--- src/rtl/scan_mux.sv ---
// Channel scanner: selects one of CHANNELS input slices either manually or by
// timed round-robin scan, with a freeze input and a change-of-channel strobe.
module scan_mux #(
    parameter int CHANNELS = 4,
    parameter int WIDTH    = 8,
    parameter int DWELL    = 3,
    localparam int SELW    = (CHANNELS > 2) ? $clog2(CHANNELS) : 1
) (
    input  logic                      CLOCK_50,
    input  logic                      resetn,
    input  logic [CHANNELS*WIDTH-1:0] din,
    input  logic [SELW-1:0]           sel,
    input  logic                      auto_scan,
    input  logic                      hold,
    output logic [WIDTH-1:0]          dout,
    output logic [SELW-1:0]           cur_ch,
    output logic                      ch_strobe
);

    localparam int CW = (DWELL > 1) ? $clog2(DWELL) : 1;

    localparam logic [1:0] ST_MANUAL = 2'd0;
    localparam logic [1:0] ST_SCAN   = 2'd1;
    localparam logic [1:0] ST_HOLD   = 2'd2;

    localparam logic [CW-1:0]   DWELL_LAST = CW'(DWELL - 1);
    localparam logic [SELW-1:0] CH_LAST    = SELW'(CHANNELS - 1);

    logic [1:0]       state;
    logic [1:0]       state_nxt;
    logic [CW-1:0]    dwell_cnt;
    logic [CW-1:0]    dwell_base;
    logic [CW-1:0]    dwell_nxt;
    logic [SELW-1:0]  ch_nxt;
    logic [WIDTH-1:0] ch_data [CHANNELS];

    for (genvar k = 0; k < CHANNELS; k++) begin : g_slice
        assign ch_data[k] = din[k*WIDTH +: WIDTH];
    end

    always_comb begin
        if (hold)
            state_nxt = ST_HOLD;
        else if (auto_scan)
            state_nxt = ST_SCAN;
        else
            state_nxt = ST_MANUAL;
    end

    // The rule of the state being entered governs this edge, so a mode change
    // and a dwell expiry on the same edge resolve in favour of the new mode.
    always_comb begin
        // NOTE: every output of a combinational block gets a default first so
        // no path leaves it unassigned, which would infer a latch.
        ch_nxt     = cur_ch;
        dwell_nxt  = dwell_cnt;
        dwell_base = (state == ST_MANUAL) ? '0 : dwell_cnt;
        case (state_nxt)
            ST_SCAN: begin
                if (dwell_base == DWELL_LAST) begin
                    dwell_nxt = '0;
                    ch_nxt    = (cur_ch == CH_LAST) ? '0 : cur_ch + SELW'(1);
                end else begin
                    dwell_nxt = dwell_base + CW'(1);
                end
            end
            ST_MANUAL: begin
                dwell_nxt = '0;
                if (32'(sel) < CHANNELS)
                    ch_nxt = sel;
            end
            default: ;
        endcase
    end

    // dout is loaded from the slice that cur_ch is about to point at, so the
    // two outputs always describe the same channel.
    always_ff @(posedge CLOCK_50 or negedge resetn) begin
        // NOTE: state registers use non-blocking assignments so every flop
        // samples pre-edge values regardless of statement order.
        if (!resetn) begin
            state     <= ST_MANUAL;
            cur_ch    <= '0;
            dout      <= '0;
            dwell_cnt <= '0;
            ch_strobe <= 1'b0;
        end else begin
            state <= state_nxt;
            if (state_nxt != ST_HOLD) begin
                cur_ch    <= ch_nxt;
                dwell_cnt <= dwell_nxt;
                dout      <= ch_data[ch_nxt];
                ch_strobe <= (ch_nxt != cur_ch);
            end else begin
                ch_strobe <= 1'b0;
            end
        end
    end

endmodule

--- config.mk ---
export PLATFORM = sky130hd
export DESIGN_NAME = scan_mux
export DESIGN_NICKNAME = d
export VERILOG_FILES = /design/src/rtl/scan_mux.sv
export SDC_FILE = /design/constraint.sdc
export NUM_CORES = 1
export LEC_CHECK = 0
export ABC_AREA = 1
export CAP_MARGIN = 10
export CORE_MARGIN = 2
export CORE_UTILIZATION = 40
export DETAILED_ROUTE_END_ITERATION = 7
export GPL_ROUTABILITY_DRIVEN = 0
export HOLD_SLACK_MARGIN = 0.15
export PLACE_DENSITY = 0.8
export SYNTH_ARGS = -nofsm -noshare
export SYNTH_HDL_FRONTEND = slang
export SYNTH_SLANG_ARGS = --single-unit
--- constraint.sdc ---
create_clock -name CLOCK_50 -period 1.8 [get_ports CLOCK_50]
set_input_delay 0.36 -clock CLOCK_50 [delete_from_list [all_inputs] [get_ports CLOCK_50]]
set_output_delay 0.36 -clock CLOCK_50 [all_outputs]
set_load 0.05 [all_outputs]
; Yosys cells after proc, flatten, opt, wreduce, memory -nomap -nowiden
; Index checks and enable logic that the tools add are counted.
[op_classes]
addsub = 2
n_lt_le_gt_ge = 1
eq_ne = 5
muxes = 12
n_bitwise = 1
n_reduce_logical = 4
[ops]
columns = operator, n
row1 = binary-select mux 8 bit (select 2 bit), 1
row2 = two-way mux 8 bit, 2
row3 = two-way mux 2 bit, 5
row4 = case mux 2 bit (2 select lines), 2
row5 = "adder 2 x 1 -> 2 bit, second input constant", 2
row6 = "equality test 2 bit, second input constant", 2
row7 = zero test 2 bit, 2
row8 = "greater-or-equal comparator 3 bit, second input constant", 1
row9 = NOT 2 -> 3 bit, 1
row10 = "equality test 2 x 1 -> 1 bit, second input constant", 1
row11 = two-way mux 1 bit, 2
row12 = inequality test 2 bit, 1
row13 = "inequality test 2 bit, second input constant", 1
row14 = AND reduction 2 bit, 1
row15 = nonzero test 2 bit, 1
[word_totals]
register_bits = 15
input_bits = 38
out_inout_bits = 11
elab_cells = 30

; Depth between registers and ports, before layout
[depth]
ltp_word = 9
mapped_depth = 12
ltp_nobuf = 11

; Worst setup path after synthesis
; Ideal clock, no wire load.
[synth_timing]
path_kind = reg2reg
start = reg cur_ch[0]
end = reg ch_strobe
setup_time_ns = 0.129
arrival_time_ns = 1.713
t_required_ns = 1.671
setup_slack_ns = -0.042
stages_incl_launch_ff = 9
path_buffers = 1
synth_period_minus_slack_ns = 1.842
cell_sequence = dfrtp_1 > ha_1 > nor2_1 > nand4_1 > nand3_4 > nand3_4 > buf_8 > xor2_1 > nand3_1
[synth_between]
elab_chain_len = 6
word_cells_on_any_way = 7
classes_between = add/sub: 1 / eq/ne: 2 / mux: 4
[synth_lines]
columns = item, line
row1 = "start, declared", 16  ; output logic [SELW-1:0] cur_ch,
row2 = "start signal, assigned", 90  ; cur_ch <= ch_nxt;
row3 = adder 2 x 1 -> 2 bit / equality test 2 bit (equally long branches), 62  ; ch_nxt = (cur_ch == CH_LAST) ? '0 : cur_ch + SELW'(1);
row4 = two-way mux 2 bit, 62
row5 = two-way mux 2 bit, 60  ; if (dwell_base == DWELL_LAST) begin
row6 = case mux 2 bit (2 select lines), 58  ; case (state_nxt)
row7 = inequality test 2 bit (*), 93  ; ch_strobe <= (ch_nxt != cur_ch);
row8 = two-way mux 1 bit (*), 89  ; if (state_nxt != ST_HOLD) begin
row9 = "end signal, assigned", 93
row10 = "end, declared", 17  ; output logic ch_strobe
; Every way passes the cells marked *; elsewhere a longest branch is shown, timed or not.
; A chain may end at the register's enable or synchronous reset.

; Worst setup path in the final report
[layout_timing]
start = in hold
end = reg dout[5]
[layout_between]
elab_chain_len = 7
word_cells_on_any_way = 9
classes_between = eq/ne: 2 / mux: 5 / bitwise: 1 / reduce/logical: 1
[layout_lines]
columns = item, line
row1 = "start, declared", 14  ; input logic hold,
row2 = two-way mux 2 bit (*), 42  ; if (hold)
row3 = equality test 2 x 1 -> 1 bit / zero test 2 bit (equally long branches), 58
row4 = case mux 2 bit (2 select lines), 58
row5 = NOT 2 -> 3 bit (implied by the code), 92  ; dout <= ch_data[ch_nxt];
row6 = binary-select mux 8 bit (select 2 bit), 92
row7 = two-way mux 8 bit (implied by the code) (2 in a row), 92
row8 = "end signal, assigned", 92
row9 = "end, declared", 15  ; output logic [WIDTH-1:0] dout,
; Every way passes the cells marked *; elsewhere a longest branch is shown, timed or not. The select of a mux whose other input is x is not followed.

==> metrics.cfg <==
[logic_synthesis]
synth_cell_type_count = 20
mappedNetlistArea_mm2 = 0.00118
async_flop_share_pct = 100
ys_top_cells_by_area = dfrtp_1 32%, nand2_1 17%, inv_1 12%
yosysSeqAreaShare_pct = 31.8
ys_ff_latch = 15
ys.flop_type = dfrtp_1
synth.avg_cell_area_um2 = 6.56
syn_inst = 180
ys_warn_count = 0
yosys.area.top_type = dfrtp_1
syn_nets = 219
synth_edf_count = 0
synth_top_area_share_pct = 31.8

[clock_tree]
clk_latency_ps = 280
clk_path_buf_depth = 2
cts_tree = done
cts_root_buf = clkbuf_4
post_cts_buffers = 0
cts_max_level = 1
cts_made_buffers = 3
clk_pin_slew_ps = 80
clock_sinks = 15

[final_layout]
areaGrowthSynthToFinish_pct = 47.8
nets = 276
diodes = 0
drive_gt1_share_pct = 19.9

[floorplan]
chipWidth_um = 58.3
rows = 19
initial_core_util_pct = 42.5
pin_count = 49
die_h_um = 58.3
die_area_mm2 = 0.00340
core_area_mm2 = 0.00278

[grt]
busiest_layer = met2
use_met3_pct = 5.05
gr-usage-all-layers_pct = 18.9
grt_max_degree = 19
grt_pass1_wl_um = 5040
grt_pass1_vias = 1265
globalRoute.totalOverflow = 0
grtUsageMet1_pct = 23.6
antenna_found_initial = 0
use_met2_pct = 31.1

[timing]
clock.fmax_mhz = 610
fin_worst_skew_ps = 0.468
hold_ws_ps = 346
min_period_ps = 1640
worst_pin_slew_ps = 345
rsz0062_at_grt = no
setup-violations-final = 0
fin_tns_setup_ps = 0
hold_violations = 0
period_share_pct = 91.0
slew_headroom_pct = 76.9
drv_slew = 0

[job]
maxCapViolCount = 0

[worst_setup_path]
crit_chain = clkdlybuf4s50_1 > inv_2 > or2_1 > buf_4 > nand4_1 > nand3_1 > nand2_1 > nand2_1 > nand2_1
crit_start = hold
cp.depth = 9
r2r_slack_ps = 170
reg2reg_depth = 10
worstSetupPathType = in2reg
crit_path_end_kind = flip-flop
startpoint_type = input pin
required_ps = 2020
reg2reg_to = dout[5]
crit_end = dout[5]
crit_top_cell = nand2_1
critPathBufInv = 3
arrival_ps = 1860
critPathSlowestCell = clkdlybuf4s50_1
cpPeakStageDelay_ps = 510
rr_startpoint = cur_ch[1]
crit_family = buffers and inverters
worst-path-max-fanout = 16

[pwr]
p_leak_nw = 0.973
peakVddDrop_v = 0.000891
power_density_mw_per_mm2 = 725

[placed_design]
dp_hpwl_um = 2360
portBuffers = 48

[route]
drc = 0
firstDrtPassIters = 4
vias = 1341
drt_iter0_drc = 74
wirelength_um = 2980
ant_nets = 0
wire_per_inst_um = 11.2
vias_per_cell = 5.02

[worst_hold_path]
hold_path.class = in2async

[outcome]
outcome = completed

==> state kept, by name, summed over array words and instances, names as in the netlist <==
| name | cells |
|---|---|
| ch_strobe | 1 |
| cur_ch | 2 |
| dout | 8 |
| dwell_cnt | 2 |
| state | 2 |
==> stage by stage <==
stage | cell area [um2] | utilization (%) | setup slack [ps] | instances | power, mW
2_1_floorplan | 1180 | - | 90.5 | 180 | 0.850
3_3_place_gp | 1700 | 61.0 | -60.6 | 262 | 1.08
3_5_place_dp | 1700 | 61.0 | -98.9 | 262 | 1.08
4_1_cts | 1720 | 62.0 | 90.8 | 266 | 1.27
5_1_grt | 1750 | 62.8 | 12.9 | 267 | 1.35
6_report | 1750 | 62.8 | 161 | 267 | 1.26
==> cell type report <==
type                    count  area [um2]
multi-input cells         115         606
well taps                  31        38.8
inverters                  44         165
fillers                   259        1040
clock buffers               4        26.3
repair buffers             58         532
flip-flops and latches     15         378
==> synth_stat cells, types with 2 or more instances <==
library cell / n
nand3_1: 20
nand2_1: 52
nor2_1: 4
inv_2: 5
buf_2: 3
nand2_2: 10
nand4_1: 17
nand3_2: 3
nand3_4: 2
inv_1: 39
o21ai_0: 2
dfrtp_1: 15
==> cell usage in the layout (no fill, tap or decap) <==
cell,instances
dfrtp_2,2
or2_1,1
buf_4,20
o21ai_0,2
xor2_1,1
dfrtp_1,13
nand3_4,3
inv_1,39
inv_2,5
nand3_1,20
nor2_1,4
nand2_2,10
clkbuf_1,1
clkdlybuf4s50_1,37
buf_6,1
o22ai_1,1
ha_1,1
nand4_1,17
clkbuf_4,3
nand3_2,3
nand2_1,52
==> worst min-delay path by stage <==
stage                  from   endpoint  cells after the start
finish               resetn  ch_strobe                      1
global route         resetn  ch_strobe                      1
detailed placement  dout[4]    dout[4]                      2
CTS                  resetn    dout[1]                      1
global placement    dout[7]    dout[7]                      2
floorplan            resetn  ch_strobe                      0
==> cell families after synthesis <==
kind of cell / Yosys count / share of synthesized area, %
and+or+nand+nor: 109 / 46.6
adders and majority gates: 1 / 1.06
xor gates and xnor gates: 1 / 0.742
AOI/OAI and AO/OA: 3 / 1.38
buffers and inverters: 51 / 18.4
DFF: 15 / 31.8
==> power by group <==
group / internal [mW] / switching (mW)
registers: 0.392 / 0.0328
logic: 0.252 / 0.404
clock network: 0.0860 / 0.0982
total: 0.730 / 0.535
==> worst register-to-register path, stage by stage, from the launching register on <==
cell and delay, ps:
dfrtp_2 450, ha_1 190, nor2_1 80, nand4_1 140, nand3_4 140, buf_6 150, nand4_1 80, nand3_1 100
nand2_1 80, nand2_1 60, nand2_1 50
==> layer usage <==
metal | vias up | wire length, um
met3 | 6 | 260
met4 | 0 | 43
met5 | - | 0
met1 | 592 | 1240
li1 | 672 | -
met2 | 71 | 1440
==> repair_timing <==
action / 4_1_cts / 5_1_grt
hold buffers: 0 / 0
resized for setup: 0 / 2
endpoints found under the setup margin: 0 / 7
Power figures use the tool's default switching activity.
